**src/rtl/mc_decode_ext.sv**
```systemverilog
// mc_decode_ext: multicycle ARM-subset control decoder.
// Contains the Moore main FSM, the ALU decoder, the PC-write logic and the
// instruction decoder. It also decodes EOR/MOV/CMP, runs a multi-cycle MUL
// execute state with a latency counter, and pulses Undef on an undefined Op.
//
// Build option: define MC_DECODE_BL_EN to build branch-with-link (LINK state).
//
// Parameters:
//   ALUCTRL_W  ALUControl width (>= 3); bits above [2] are driven 0.
//   MUL_LAT    number of cycles spent in MULEXEC (>= 1).
//
// Ports:
//   clk, reset                 clock (rising edge), async active-high reset
//   Op, Funct, Rd, Instr74     latched instruction fields
//   PCS, NextPC, RegW, MemW    write strobes to condlogic (unconditioned)
//   IRWrite, AdrSrc            datapath controls
//   ResultSrc, ALUSrcA/B       datapath mux selects
//   ALUControl, FlagW          ALU operation and flag-write enables
//   ImmSrc, RegSrc             instruction decoder outputs
//   LinkW                      RegW targets R14
//   Undef                      one-cycle pulse in DECODE on Op=11
//   StateDbg                   current state encoding
module mc_decode_ext #(
  parameter int ALUCTRL_W = 3,
  parameter int MUL_LAT   = 4
) (
  input  logic                 clk,
  input  logic                 reset,
  input  logic [1:0]           Op,
  input  logic [5:0]           Funct,
  input  logic [3:0]           Rd,
  input  logic [3:0]           Instr74,
  output logic                 PCS,
  output logic                 NextPC,
  output logic                 RegW,
  output logic                 MemW,
  output logic                 IRWrite,
  output logic                 AdrSrc,
  output logic [1:0]           ResultSrc,
  output logic [1:0]           ALUSrcA,
  output logic [1:0]           ALUSrcB,
  output logic [ALUCTRL_W-1:0] ALUControl,
  output logic [1:0]           FlagW,
  output logic [1:0]           ImmSrc,
  output logic [1:0]           RegSrc,
  output logic                 LinkW,
  output logic                 Undef,
  output logic [3:0]           StateDbg
);

  localparam int CNT_W = (MUL_LAT > 1) ? $clog2(MUL_LAT) : 1;
  localparam logic [CNT_W-1:0] CNT_LAST = CNT_W'(MUL_LAT - 1);

  typedef enum logic [3:0] {
    S_FETCH    = 4'd0,
    S_DECODE   = 4'd1,
    S_MEMADR   = 4'd2,
    S_MEMREAD  = 4'd3,
    S_MEMWB    = 4'd4,
    S_MEMWRITE = 4'd5,
    S_EXECUTER = 4'd6,
    S_EXECUTEI = 4'd7,
    S_ALUWB    = 4'd8,
    S_BRANCH   = 4'd9,
    S_MULEXEC  = 4'd10
`ifdef MC_DECODE_BL_EN
    , S_LINK   = 4'd11
`endif
  } state_t;

  state_t           state_q, state_d;
  logic [CNT_W-1:0] cnt_q, cnt_d;

  logic       is_mul;
  logic       branch;
  logic       dec_en;
  logic       cmd_known;
  logic       is_cmp;
  logic [2:0] alu3;

  assign is_mul = (Op == 2'b00) && (Funct[5:4] == 2'b00) && (Instr74 == 4'b1001);

  always_ff @(posedge clk or posedge reset) begin
    if (reset) begin
      state_q <= S_FETCH;
      cnt_q   <= '0;
    end else begin
      state_q <= state_d;
      cnt_q   <= cnt_d;
    end
  end

  // Next state, MUL latency counter and Undef pulse.
  always_comb begin
    state_d = S_FETCH;
    cnt_d   = '0;
    Undef   = 1'b0;
    case (state_q)
      S_FETCH:  state_d = S_DECODE;
      S_DECODE: begin
        case (Op)
          2'b01: state_d = S_MEMADR;
          2'b00: begin
            if (is_mul)        state_d = S_MULEXEC;
            else if (Funct[5]) state_d = S_EXECUTEI;
            else               state_d = S_EXECUTER;
          end
          2'b10: begin
`ifdef MC_DECODE_BL_EN
            state_d = Funct[4] ? S_LINK : S_BRANCH;
`else
            state_d = S_BRANCH;
`endif
          end
          default: begin
            state_d = S_FETCH;
            Undef   = 1'b1;
          end
        endcase
      end
      S_MEMADR:   state_d = Funct[0] ? S_MEMREAD : S_MEMWRITE;
      S_MEMREAD:  state_d = S_MEMWB;
      S_MEMWB:    state_d = S_FETCH;
      S_MEMWRITE: state_d = S_FETCH;
      S_EXECUTER: state_d = S_ALUWB;
      S_EXECUTEI: state_d = S_ALUWB;
      S_ALUWB:    state_d = S_FETCH;
      S_BRANCH:   state_d = S_FETCH;
      S_MULEXEC: begin
        if (cnt_q == CNT_LAST) begin
          state_d = S_ALUWB;
        end else begin
          state_d = S_MULEXEC;
          cnt_d   = cnt_q + CNT_W'(1);
        end
      end
`ifdef MC_DECODE_BL_EN
      S_LINK:     state_d = S_BRANCH;
`endif
      default:    state_d = S_FETCH;
    endcase
  end

  // ALU decoder. Enabled in the execute states and also in ALUWB: the
  // instruction fields are still latched there, so ALUControl/FlagW keep
  // their execute-cycle values. Decoding from state directly (instead of a
  // separate ALUOp strobe) keeps the RegW dependency free of loops.
  assign dec_en = (state_q == S_EXECUTER) || (state_q == S_EXECUTEI) ||
                  (state_q == S_MULEXEC)  || (state_q == S_ALUWB);

  always_comb begin
    alu3      = 3'b000;
    FlagW     = 2'b00;
    cmd_known = 1'b0;
    is_cmp    = 1'b0;
    if (dec_en) begin
      if (is_mul) begin
        alu3      = 3'b110;
        cmd_known = 1'b1;
        FlagW     = {Funct[0], 1'b0};
      end else begin
        cmd_known = 1'b1;
        case (Funct[4:1])
          4'b0100: alu3 = 3'b000;                    // ADD
          4'b0010: alu3 = 3'b001;                    // SUB
          4'b1010: begin alu3 = 3'b001; is_cmp = 1'b1; end
          4'b0000: alu3 = 3'b010;                    // AND
          4'b1100: alu3 = 3'b011;                    // ORR
          4'b0001: alu3 = 3'b100;                    // EOR
          4'b1101: alu3 = 3'b101;                    // MOV
          default: cmd_known = 1'b0;
        endcase
        if (is_cmp) begin
          FlagW = 2'b11;
        end else if (cmd_known) begin
          FlagW[1] = Funct[0];
          FlagW[0] = Funct[0] & ((Funct[4:1] == 4'b0100) || (Funct[4:1] == 4'b0010));
        end
      end
    end
  end

  assign ALUControl = ALUCTRL_W'(alu3);

  // Per-state Moore outputs.
  always_comb begin
    IRWrite   = 1'b0;
    NextPC    = 1'b0;
    AdrSrc    = 1'b0;
    MemW      = 1'b0;
    RegW      = 1'b0;
    LinkW     = 1'b0;
    branch    = 1'b0;
    ResultSrc = 2'b00;
    ALUSrcA   = 2'b00;
    ALUSrcB   = 2'b00;
    case (state_q)
      S_FETCH: begin
        IRWrite   = 1'b1;
        NextPC    = 1'b1;
        ALUSrcA   = 2'b01;
        ALUSrcB   = 2'b10;
        ResultSrc = 2'b10;
      end
      S_DECODE: begin
        ALUSrcA   = 2'b01;
        ALUSrcB   = 2'b10;
        ResultSrc = 2'b10;
      end
      S_MEMADR:   ALUSrcB = 2'b01;
      S_MEMREAD:  AdrSrc  = 1'b1;
      S_MEMWB: begin
        ResultSrc = 2'b01;
        RegW      = 1'b1;
      end
      S_MEMWRITE: begin
        AdrSrc = 1'b1;
        MemW   = 1'b1;
      end
      S_EXECUTEI: ALUSrcB = 2'b01;
      S_ALUWB:    RegW    = cmd_known & ~is_cmp;
      S_BRANCH: begin
        ALUSrcA   = 2'b10;
        ALUSrcB   = 2'b01;
        ResultSrc = 2'b10;
        branch    = 1'b1;
      end
`ifdef MC_DECODE_BL_EN
      S_LINK: begin
        RegW      = 1'b1;
        LinkW     = 1'b1;
        ResultSrc = 2'b11;
      end
`endif
      default: ;
    endcase
  end

  assign PCS      = ((Rd == 4'b1111) & RegW & ~LinkW) | branch;
  assign ImmSrc   = Op;
  assign RegSrc   = {Op == 2'b01, Op == 2'b10};
  assign StateDbg = state_q;

endmodule

```
**config.mk**
```make
export PLATFORM = sky130hd
export DESIGN_NAME = mc_decode_ext
export DESIGN_NICKNAME = d
export VERILOG_FILES = /design/src/rtl/mc_decode_ext.sv
export SDC_FILE = /design/constraint.sdc
export NUM_CORES = 1
export LEC_CHECK = 0
export CELL_PAD_IN_SITES_DETAIL_PLACEMENT = 0
export CELL_PAD_IN_SITES_GLOBAL_PLACEMENT = 2
export CORE_AREA = 2 2 66 68
export CTS_BUF_LIST = sky130_fd_sc_hd__clkbuf_4
export DETAILED_ROUTE_END_ITERATION = 12
export DIE_AREA = 0 0 68 70
export HOLD_SLACK_MARGIN = 0.1
export PLACE_DENSITY_LB_ADDON = 0.05
export SYNTH_ARGS = -nofsm -noshare
export SYNTH_HDL_FRONTEND = slang
export SYNTH_SLANG_ARGS = --single-unit
```
**constraint.sdc**
```tcl
create_clock -name clk -period 2.4 [get_ports clk]
set_input_delay 0.48 -clock clk [delete_from_list [all_inputs] [get_ports clk]]
set_output_delay 0.48 -clock clk [all_outputs]
set_load 0.02 [all_outputs]
```
== After elaboration in Yosys (flattened, before gate mapping) ==
Cells that the tools add are included.
Storage, ports and cells
  flip-flop bits (word level): 6
  input port bits: 18
  word-level logic and storage cells: 82
  output and inout bits: 27
Operators by class
  equal/unequal tests: 21
  bitwise logic cells: 5
  muxes and demuxes: 35
  reductions and logical operators: 18
  add/sub/neg operators: 1
Operators by type and width (number)
  equality test 4 bit (second input constant): 8
  case mux 4 bit (6 select lines): 1
  equality test 4 x 3 -> 1 bit (second input constant): 5
  2-to-1 mux 1 bit: 17
  case mux 3 bit (5 select lines): 1
  2-to-1 mux 2 bit: 7
  equality test 4 x 2 -> 1 bit (second input constant): 3
  case mux 2 bit (2 select lines): 3
  case mux 4 bit (3 select lines): 1
  2-to-1 mux 3 bit: 3
  OR reduction 3 bit: 3
  equality test 4 x 1 -> 1 bit (second input constant): 2
  zero test 4 bit: 2
  OR reduction 2 bit: 4
  OR reduction 7 bit: 1
  equality test 2 bit (second input constant): 2
  zero test 2 bit: 2
  logical OR 1 bit: 4
  2-to-1 mux 4 bit: 1
  bitwise AND 1 bit: 3
  adder 2 x 1 -> 2 bit (second input constant): 1
  equality test 2 x 1 -> 1 bit (second input constant): 1
  logical AND 1 bit: 2
  case mux 1 bit (2 select lines): 1
  2 further kinds: 2

== Logic depth before layout (Yosys ltp) ==
Gate-level depths: netlist (run 1).
  depth after elaboration: 12
  depth in mapped cells: 5
  depth with buffers taken out: 4

== Worst setup path before layout (run 1) ==
OpenSTA, ideal clock, no wires.
  path type: input -> output
  start: in Funct[3]
  end: out FlagW[0]
  stages on the path: 5
  setup slack: -0.062 ns
  buffers on the path: 1
  required time: 1.920 ns
  data arrival time: 1.982 ns
  cell sequence: clkbuf_1 > nor2b_1 > a22oi_1 > mux2_2 > nor4_1
Between the ends
  cells in the longest elaborated chain, start to end: 9
  elaborated cells on any way between the ends: 20
  classes of those cells: eq/ne: 6; mux: 10; bitwise: 1; reduce/logical: 3
RTL lines
  from (decl): RTL line 30  | input logic [5:0] Funct,
  equality test 4 x 3 -> 1 bit, or another cell as far along: RTL line 163, 177
  OR reduction 7 bit (no line)
  2-to-1 mux 1 bit: RTL line 163  | case (Funct[4:1])
  2-to-1 mux 1 bit: RTL line 157  | if (is_mul) begin
  2-to-1 mux 1 bit: RTL line 156  | if (dec_en) begin
  2-to-1 mux 2 bit: RTL line 175  | end else if (cmd_known) begin
  2-to-1 mux 2 bit *: RTL line 173  | if (is_cmp) begin
  2-to-1 mux 2 bit *: RTL line 157
  2-to-1 mux 2 bit *: RTL line 156
  to (decl): RTL line 43  | output logic [1:0] FlagW,
Every way passes the cells marked *; elsewhere a longest branch is shown, timed or not. The select of a mux whose other input is x is not followed.

== Worst setup path in the final report (run 1) ==
  start: in Instr74[1]
  end: out FlagW[1]
Between the ends
  cells in the longest elaborated chain, start to end: 4
RTL lines
  from (decl): RTL line 32  | input logic [3:0] Instr74,
  equality test 4 bit: RTL line 81  | assign is_mul = (Op == 2'b00) && (Funct[5:4] == 2'b00) && (Instr74 == 4'b1001);
  logical AND 1 bit: RTL line 81
  2-to-1 mux 2 bit: RTL line 157
  2-to-1 mux 2 bit: RTL line 156
Every way passes these cells.

==> flow_results.org, run 1 <==
** Logic synthesis
- Synthesized flop and latch total :: 6
- Area of the mapped netlist :: around 710 µm²
- Synthesis instantiated 35 different standard cells from the library.
- A synthesized cell averages 6.94 µm².
- Counting flops with an async set or reset pin after synthesis yields a share of 100%.
- The number of nets handed over by synthesis was 121.
- Yosys attributes the largest share of cell area to dfrtp_1 (21%), nor2_1 (7.4%), a21oi_1 (7.1%).
- Post-synthesis cell count :: between 100 and 150
- Share of the synthesized area in the top cell type :: 21.2%
- The synthesized design spends more area on one cell type than any other, namely dfrtp_1.
- Yosys printed 0 warnings.
- In this run, synthesis inferred 0 flip-flops with an integrated enable.
- Most common library cells after synthesis :: nor2_1 (14), a21oi_1 (10), nand2_1 (7)
- Proportion of synthesized chip area in sequential cells :: 21.2%
- In the synthesized netlist the dominant register cell turns out to be dfrtp_1.
- Most common cell in the netlist :: nor2_1

** Clock tree
- Number of CTS-inserted buffers :: 3
- Clock-pin slew on the worst setup and hold paths :: ~0.040 ns
- Maximum clock path buffer count :: 2
- Later-pin clock latency in the skew report :: 0.24 ns
- TritonCTS built the clock tree.
- CTS built an H-tree with a depth of 1.
- Clock tree sinks :: 6
- Clock Tree Root :: clkbuf_4
- Hold repair after CTS inserted 0 buffers.

** Finish
- Total inserted antenna cells :: 0
- The area growth from synthesis to layout is 95.1%.
- Number of standard cells in the final layout excluding fillers :: 216
- At the end of the flow the core is filled with cells to roughly a third.
- At the end of the flow, the number of nets in the layout was 185.
- Fill cells in the final layout number between 400 and 500.
- Share of cells above drive strength 1 :: 33.5%

** Route
- The routed design uses about 1.3 mm of met2 wire.
- Post-DRT Antenna Nets :: 0
- Met1 wire length :: 1.19 mm
- After detailed routing, the average wire length per cell comes to 12.3 µm.
- Starting DRT DRC Count :: 23
- Number of vias per cell :: 4.40
- The final layout contains routed wiring with a total length of about 2.7 mm.
- The final route contains between 900 and 1000 vias.
- The pre-antenna-repair detailed-routing pass consisted of 4 iterations.
- Top Layer Used :: met4
- DRC violations left :: 0
- In the detailed route, the total length drawn on met3 is roughly 140 µm.

** Power
- Power per Cell Area :: between 900 and 1000 nW/µm²
- The completed layout was analyzed and its total power is 1.27 mW.
- Combinational logic is responsible for 78.6% of the overall power.
- Peak ir drop on the vdd network :: 0.000206 V
- Internal Power :: 0.661 mW
- Static Leak :: 0.660 nW
- Sequential cells burn 14.2% of the power.
- Sw Share :: 47.9%
- The clock network accounts for 7.2% of the total power.
- NetSw :: between 0.6 and 0.7 mW

** Worst setup path
- For this run, the slowest stage of the critical path takes 0.52 ns.
- Broken down by cell family, the worst path's largest delay share belongs to simple AND/OR/NAND/NOR gates.
- Of all nets on the critical path, the largest fanout is 5.
- Slowest cell on the critical path :: or4b_4
- Critical path data arrival time :: 1.91 ns
- Crit path cell chain :: buf_6 > or4b_4 > or4_4 > o21ai_2 > a21oi_2 > buf_6
- Worst setup EP type :: output pin
- The cell that appears most often on the critical path is buf_6.
- Counting both buffers and inverters, the worst setup path holds a total of 2.
- The critical path is of the in2out type.
- Crit start category :: input port
- For the worst setup path, the data required time is 1.92 ns.

** Place
- Dpl hpwl :: 2.18 mm
- The congestion estimate from routability-driven global placement came to ~0.77.
- Number of input and output port buffers inserted :: 43
- The number of placed instances, taps included, is 210.

** Floorplanning
- The die covers 4760 µm².
- Overall die width :: ~68 µm
- The initial utilization of the core area, before any placement, comes to 17.1%.
- The floorplan has 24 rows.
- Die Y :: around 70 µm
- I/O pin cnt :: 45
- Area of the core :: around 4100 µm²

** Timing
- Worst clock skew on the final layout :: ~0.00013 ns
- Worst hold margin :: 0.434 ns
- Summed negative setup slack over all endpoints :: 0 ns
- Count of final max-slew check failures :: 0
- Setup violations remaining at the end of the flow were counted as 0.
- The worst path needs 2.39 ns of the cycle, external delays included.
- Unrepaired setup endpoints after global routing :: yes
- The total count of hold-check failures in the final report is 0.
- Top achievable clock speed :: 0.418 GHz
- Fraction of the cycle the final worst path needs :: approximately 100%

** Global route
- Vias in the first global route :: 876
- The initial antenna violation count came to 0.
- Global routing used 11.5% of the available tracks.
- Pin count of the biggest net entering global routing :: 10
- Summed over all layers, the global routing overflow is 0.
- Global-route wire length before repair :: 4.21 mm

** Hold path
- In this run the worst hold path is classified as reg2reg.

** Job
- Number of maximum-capacitance constraint violations :: 0

** Status
- The flow ran to the end, and the final reports show no timing, DRC or antenna violations.
==> registers in the layout (all words and copies together), names as in the netlist <==
| name | flops |
|---|---|
| StateDbg | 4 |
| cnt_q | 2 |
==> layer usage <==
metal	GRT usage, %	vias to the layer above
li1	-	482
met1	15.6	434
met2	19.0	33
met3	1.45	2
met4	2.67	0
met5	0	-
==> timing repair <==
action	CTS	global route
gates resized for setup	54	14
endpoints found under the setup margin	11	10
buffers inserted	3	0
pin swaps	8	5
==> final timing paths <==
path                                        from               endpoint  slack (ns)  depth (start not counted)
hold reg to reg               cnt_q[0]$_DFF_PP0_     cnt_q[0]$_DFF_PP0_        0.43                          1
max in group asynchronous                  reset  StateDbg[3]$_DFF_PP0_        1.74                          2
setup / recovery                      Instr74[1]               FlagW[1]       0.006                          6
min in group asynchronous                  reset  StateDbg[1]$_DFF_PP0_        0.46                          2
hold / removal                cnt_q[0]$_DFF_PP0_     cnt_q[0]$_DFF_PP0_        0.43                          1
setup reg to reg           StateDbg[0]$_DFF_PP0_  StateDbg[1]$_DFF_PP0_        0.94                          5
==> cell usage in the layout (no fill, tap or decap), drive strengths merged, types with 2 or more instances in the layout <==
| cell | synthesis | final |
|---|---|---|
| buf | 5 | 34 |
| clkdlybuf4s50 | 0 | 21 |
| nor2 | 14 | 14 |
| a21oi | 10 | 10 |
| dlygate4sd2 | 0 | 7 |
| nand2 | 7 | 7 |
| o21ai | 7 | 7 |
| dfrtp | 6 | 6 |
| nor3 | 5 | 5 |
| nor2b | 5 | 5 |
| clkbuf | 5 | 5 |
| inv | 4 | 4 |
| dlymetal6s2s | 0 | 4 |
| nand2b | 4 | 4 |
| a22oi | 3 | 3 |
| nand3b | 2 | 2 |
| mux2 | 2 | 2 |
| o22ai | 2 | 2 |
| xor2 | 2 | 2 |
| or3 | 2 | 2 |
| and3 | 2 | 2 |
| or4b | 2 | 2 |
==> power by group through the flow <==
stage | Combinational, mW | Clock, mW | Sequential (mW)
finish | 0.997 | 0.0912 | 0.180
global placement | 1.03 | 0 | 0.182
global route | 1.08 | 0.104 | 0.186
floorplan | 0.502 | 0 | 0.208
CTS | 1.01 | 0.0968 | 0.181
detailed placement | 1.04 | 0 | 0.182
==> final cells by class <==
| type | instances | area, µm² | area share [%] |
|---|---|---|---|
| timing repair buffer | 69 | 603 | 43.7 |
| multi-input combinational | 82 | 526 | 38.0 |
| sequential | 6 | 150 | 10.9 |
| tap | 52 | 65.1 | 4.71 |
| clock buffer | 3 | 22.5 | 1.63 |
| inverter | 4 | 15.0 | 1.09 |
==> worst reg2reg max path: stages (launching register included) <==
cell and delay (ns):
dfrtp_1 0.45, buf_4 0.20, or3b_2 0.44, a21oi_1 0.16
a21oi_1 0.06, nor2_1 0.08
==> cell families after synthesis <==
group	share of synthesized area, %
AO/OA/AOI/OAI	22.4
AND/OR/NAND/NOR	37.8
multiplexers	3.18
other	0.530
XOR/XNOR	2.47
flip-flops	21.2
adder cells (fa/ha/maj)	1.77
buffers and inverters	10.6
==> metrics by stage <==
step,area [µm²],worst slack (ns)
after floorplan,718,-0.0238
after global placement,1330,-0.754
after detailed placement,1330,-0.763
after CTS,1360,-0.0973
after global routing,1380,-0.0202
final,1380,0.00568
No activity file was read; power rests on OpenSTA's default activity.
==> run 2, diff against run 1 <==
CELL_PAD_IN_SITES_DETAIL_PLACEMENT = default   (was 0)
CELL_PAD_IN_SITES_GLOBAL_PLACEMENT = default   (was 2)
CORE_AREA = 2 2 47 49   (was 2 2 66 68)
DIE_AREA = 0 0 49 51   (was 0 0 68 70)
==> run 2 against run 1 <==
Cell count down 14%. Critical path type unchanged. Utilization up 30 points. Clock skew up 0.0035 ns. Global-route usage up 7.7 points. Highest routed layer unchanged. Routed wire length down 18%. Combinational power down 8.3%. Sequential cell count unchanged.
==> flow_results.org, run 2 (synthesis results as in run 1) <==
** Status
- The flow ran to the end, and the final reports show no timing, DRC or antenna violations.

** Power
- Peak ir drop on the vdd network :: approximately 0.0010 V
- In this run the static leakage power is 0.637 nW.
- Power per Cell Area :: 920 nW/µm²
- The clock network is responsible for 7.8% of the overall power.
- NetSw :: 0.584 mW
- In this run, the combinational gates consume 76.3% of the power.
- Internal power comes to slightly above 0.6 mW.
- The design draws 1.20 mW.
- Sw Share :: 48.7%
- Sequential cells burn 15.9% of the power.

** Timing
- The total count of hold-check failures in the final report came to 0.
- The clock arrives with about 0.0036 ns of skew.
- Final WS setup :: 0.0128 ns
- Setup violations remaining at the end of the flow were counted as 0.
- The max-slew violation count came to 0.
- Worst hold margin :: 0.438 ns
- Derived from the worst setup path, the maximum achievable clock frequency is roughly 0.42 GHz.
- Unrepaired setup endpoints after global routing :: yes
- Final min period :: 2.39 ns
- Fraction of the cycle the final worst path needs :: 99.5%

** Place
- Dpl hpwl :: 1.71 mm
- In this run the tool buffered the top-level ports with 43 buffer cells.
- Total cell area at the placement stage :: roughly 1300 µm²
- Pre-CTS worst setup slack :: -0.766 ns
- At the end of routability-driven placement, the weighted congestion stood at around 0.83.

** Clock tree
- In this run, post-CTS hold repair placed 0 buffers.
- For this design, the sink count on the clock tree is 6.
- TritonCTS clock tree :: done
- In this run the number of H-tree levels came out at 1.
- Later-pin clock latency in the skew report :: 0.25 ns
- Maximum clock path buffer count :: 2
- Clock Tree Root :: clkbuf_4
- Clock-pin slew on the worst setup and hold paths :: 0.04 ns
- Number of CTS-inserted buffers :: 3

** Worst setup path
- Together, buffers and inverters on the worst path number 2.
- Critical path data arrival time :: between 1.5 and 2 ns
- At the worst endpoint, the required time is 1.92 ns.
- Top Family by Delay on Critical Path :: simple AND/OR/NAND/NOR gates
- Crit start category :: input port
- Crit path cell chain :: buf_6 > or4b_4 > or4_4 > o21ai_2 > a21oi_2 > buf_4
- STA classifies the critical path endpoint as an output pin.
- Worst stage delay on the critical path :: 0.52 ns
- Along the worst path, the maximum fanout reaches 5.
- The slowest stage of the critical path belongs to the cell or4b_4.
- Critical setup path kind :: in2out

** Finish
- Layout net count :: 178
- The multi-input combinational cells in the finished layout cover a total of 517 µm².
- The library cell used most frequently in the layout, excluding fill and tap cells, is buf_4.
- The register with the most flip-flops in the layout has 4 of them.
- 0 antenna diodes ended up in the layout.
- Non-Filler Cell Area, Final :: 1300 µm²
- Share of cells above drive strength 1 :: 30.6%
- The area growth from synthesis to layout is 83.9%.
- In the layout the commonest cells are buf_4 (24), clkdlybuf4s50_1 (20), nor2_1 (13), a21oi_1 (9).
- Layout fillers :: 190
- Area of all sequential standard cells :: 151 µm²

** Floorplanning
- I/O pin cnt :: 45
- The die is 49 µm wide.
- Row generation in the floorplan step produced 17 rows.
- The floorplan step set the die height to around 51 µm.
- Initial standard-cell utilization of the core :: 34.3%
- Floorplan die area :: 2500 µm²
- In this run the standard cell core region covers 2060 µm².

** Global route
- Global routing used approximately a fifth of the available tracks.
- Pin count of the biggest net entering global routing :: 16
- Global-route wire length before repair :: 3.73 mm
- The initial antenna violation count came to 0.
- For this run the aggregate overflow at the end of global routing stands at 0.
- Vias in the first global route :: 871

** Route
- After detailed routing, the number of remaining DRC violations is 0.
- Total vias in the final route :: 894
- After detailed routing, the average wire length per cell comes to 11.8 µm.
- The count of nets left with antenna violations once routing finished came out at 0.
- The first routing iteration left 19 violations.
- In the routed layout, each cell is associated on average with a via count of slightly below 5.
- The first detailed-routing pass ran for 4 iterations.
- Summed over all layers, the routed wires come to between 2 and 2.5 mm.

** Hold path
- The path class of the tightest hold or removal check is reg2reg.

** Job
- Max-cap violations in this run came to 0.
## run 2: timing repair
item                                    4_1_cts  5_1_grt
endpoints found under the setup margin       11        9
setup buffers                                 1        0
pin swaps                                     5        3
resized for setup                            56       11
## run 2: layer usage
layer  vias up  global-route usage [%]  share of wire [%]
met5         -                       0                  0
met4         0                    8.57                1.0
met3         3                    4.97                5.6
met2        26                    30.8                 47
met1       400                    24.1                 47
li1        465                       -                  -
## run 2: area by class of cell
cell class / count / area share (%)
Timing Repair Buffer: 62 / 43.1
Multi-Input combinational cell: 82 / 39.7
Sequential cell: 6 / 11.6
Tap cell: 28 / 2.69
Clock buffer: 3 / 1.73
Inverter: 4 / 1.15
## run 2: final timing paths
path / start / end / slack (ns) / depth (start not counted)
max in group asynchronous: reset / StateDbg[0]$_DFF_PP0_ / 1.75 / 2
setup reg to reg: StateDbg[0]$_DFF_PP0_ / StateDbg[1]$_DFF_PP0_ / 0.94 / 5
hold / removal: cnt_q[0]$_DFF_PP0_ / cnt_q[0]$_DFF_PP0_ / 0.44 / 1
hold reg to reg: cnt_q[0]$_DFF_PP0_ / cnt_q[0]$_DFF_PP0_ / 0.44 / 1
setup / recovery: Instr74[1] / FlagW[1] / 0.01 / 6
min in group asynchronous: reset / StateDbg[3]$_DFF_PP0_ / 0.45 / 2
## run 2: per-stage QoR
step	TNS [ns]	instances	util, %
2_1_floorplan	-0.0477	102	-
3_3_place_gp	-4.86	181	61.0
3_5_place_dp	-4.95	181	61.0
4_1_cts	-0.218	185	61.7
5_1_grt	-0.0184	185	63.1
6_report	0	185	63.1
## run 2: power groups by stage
stage               combinational, mW  clock (mW)  sequential, mW
finish                          0.914      0.0936           0.191
detailed placement              0.942           0           0.190
global route                    0.986       0.103           0.200
floorplan                       0.502           0           0.208
global placement                0.938           0           0.190
CTS                             0.921      0.0955           0.191
==> run 3, diff against run 2 <==
MAX_ROUTING_LAYER = met4   (was default)
==> run 3 against run 2 <==
Cell area unchanged. Hold slack is essentially flat. Cell count is the same. Sequential cell count unchanged. Clock power is essentially flat. Clock skew is essentially flat. Critical endpoint unchanged. Routed wire length is essentially flat. Largest cell class unchanged. Global-route usage increased by 0.33 points. Sequential share of layout area stayed put.
==> flow_results.org, run 3 (synthesis results as in run 1) <==
** Status
- The run finished with clean final reports.

** Hold path
- Type of the tightest min-delay check :: reg2reg
- Source of the worst hold timing path :: cnt_q[0]$_DFF_PP0_
- Worst hold path endpoint :: cnt_q[0]$_DFF_PP0_
- Counting instances, the worst hold path has a depth of 1.

** Finish
- The finished layout holds 185 standard cells, fillers aside.
- Share of cells above drive strength 1 :: 30.6%
- Layout fillers :: 190
- The net count of the finished layout is about 180.
- The library cell used most frequently in the layout, excluding fill and tap cells, is buf_4.
- Layout Area Growth over Synthesis :: 83.9%
- Largest register FFs :: 4
- Non-Filler Cell Area, Final :: 1300 µm²
- 0 antenna diodes ended up in the layout.
- In the layout the commonest cells are buf_4 (24), clkdlybuf4s50_1 (20), nor2_1 (13), a21oi_1 (9).

** Worst setup path
- Worst setup EP type :: output pin
- Required time at the worst-slack endpoint :: 1.92 ns
- The worst register-to-register path ends at StateDbg[1]$_DFF_PP0_.
- Slowest cell on the critical path :: or4b_4
- For the worst setup path, the data arrival time is 1.91 ns.
- Worst R2R Start :: StateDbg[0]$_DFF_PP0_
- In this run the worst setup path begins at Instr74[1].
- Cells on worst reg2reg path :: 5
- Across all register-to-register paths, the minimum setup slack is approximately 0.94 ns.
- The critical path goes through buf_6 > or4b_4 > or4_4 > o21ai_2 > a21oi_2 > buf_4.
- CP Max Fanout :: 5
- Crit start category :: input port
- The worst setup path is of the in2out kind.
- In this design, the stage delay of the slowest critical-path cell is roughly 0.52 ns.

** Clock tree
- TritonCTS clock tree :: done
- Maximum clock path buffer count :: 2
- Total number of H-tree levels :: 1
- The tree is rooted in a clkbuf_4.
- Clock latency on the worst-skew pair, taken at its later pin, is approximately 0.25 ns.
- CTS Hold Bufs :: 0
- Clock tree synthesis inserted a total of 3 buffers.
- CTS saw 6 sinks.
- Clock-pin slew on the worst setup and hold paths :: 0.04 ns

** Job
- Max-cap violations in this run came to 0.

** Global route
- Entering global routing, the biggest net connects 16 pins.
- Summed over all layers, the global routing overflow is 0.
- Number of antenna violations at the first check in global routing :: 0
- In the global route stage, overall resource usage came out at 19.5%.
- Vias in the first global route :: 875
- Global-route wire length before repair :: 3.72 mm

** Power
- In this run the power density over the cells is 920 nW/µm².
- Overall power consumption after layout is estimated at 1.20 mW.
- Across the VDD grid, the largest voltage drop is 0.00103 V.
- In this run the static leakage power is 0.637 nW.

** Timing
- Worst clock skew on the final layout :: 0.00360 ns
- Count of final max-slew check failures :: 0
- Fraction of the cycle the final worst path needs :: between 90% and 100%
- Unrepaired setup endpoints after global routing :: yes
- Final count of negative-setup-slack endpoints :: 0
- Number of hold violations in the final report :: 0
- Static timing analysis puts the maximum clock frequency at 0.419 GHz.
- Setup slack on the critical path of the routed design comes to about 0.013 ns.
- The routed design could run at a clock period as short as 2.39 ns.

** Route
- Post-DRT Antenna Nets :: 0
- Starting DRT DRC Count :: 19
- Dividing the detail-routed via count by the number of cells gives 4.83.
- Detailed routing inserted a total of 894 vias.
- After detailed routing, the average wire length per cell comes to 11.8 µm.
- In the routed design, unresolved DRC markers number 0.
- Detailed Route WL :: 2.17 mm
- First-pass iteration count of the detailed router :: 4

** Place
- Once placement finished, the instance area stood at 1260 µm².
- Prior to clock tree synthesis, the placed netlist has a worst setup slack of -0.766 ns.
- Routability cong. :: 0.840
- In this run the tool buffered the top-level ports with 43 buffer cells.
- After legalization and detailed placement, the total HPWL measured 1.71 mm.
- Once placement completed, the tool counted placed cells totaling 181.

** Floorplanning
- The floorplan step set the die width to 49 µm.
- The die covers 2500 µm².
- Cell row count :: 17
- Area of the core :: 2060 µm²
- Once the floorplan was initialized, standard cells occupied 34.3% of the core.
- I/O pin cnt :: 45
- Die Y :: 51 µm
-- run 3: cell counts in the layout (fill, tap and decap cells not counted) --
Identical to the previous run, type by type.
-- run 3: area by class of cell --
| class | instances | area [µm²] | area share [%] |
|---|---|---|---|
| flip-flops and latches | 6 | 151 | 11.6 |
| multi-input cells | 82 | 517 | 39.7 |
| well taps | 28 | 35.0 | 2.69 |
| clock buffers | 3 | 22.5 | 1.73 |
| repair buffers | 62 | 562 | 43.1 |
| inverters | 4 | 15.0 | 1.15 |
-- run 3: repair_timing --
item / CTS / global route
pin swaps: 5 / 3
endpoints found under the setup margin: 11 / 9
resized for setup: 56 / 11
buffers inserted: 1 / 0
-- run 3: worst max-delay path: cells and delay by family --
kind / cells / cell delay (ns)
compound gates: 2 / 0.19
buf+inv: 2 / 0.24
simple gates: 2 / 1.00
-- run 3: layer usage --
layer / global-route usage [%] / vias up / part of all wire, %
met5: - / - / 0
met4: 8.57 / 0 / 0.97
met3: 3.51 / 3 / 4.8
met2: 30.8 / 26 / 47
met1: 24.5 / 400 / 48
li1: - / 465 / -
-- run 3: worst max-delay path by stage --
stage | to | slack, ns | cells past startpoint
after global routing | FlagW[1] | -0.02 | 6
after detailed placement | ALUControl[2] | -0.77 | 5
after floorplan | ALUControl[1] | -0.02 | 4
after global placement | ALUControl[2] | -0.75 | 5
after CTS | FlagW[1] | -0.08 | 6
final | FlagW[1] | 0.01 | 6
-- run 3: power breakdown --
part	switching (mW)	leakage (nW)	total, mW	internal [mW]
clock	0.0371	0.0138	0.0937	0.0566
combinational	0.491	0.544	0.914	0.424
sequential	0.0565	0.0786	0.191	0.134
-- run 3: through the flow --
| stage | hold slack (ns) | utilization, % | TNS [ns] |
|---|---|---|---|
| after global placement | 0.429 | 61.0 | -4.86 |
| after global routing | 0.462 | 63.1 | -0.0184 |
| final | 0.438 | 63.1 | 0 |
| after CTS | 0.442 | 61.7 | -0.218 |
| after detailed placement | 0.436 | 61.0 | -4.95 |
| after floorplan | 0.271 | - | -0.0477 |
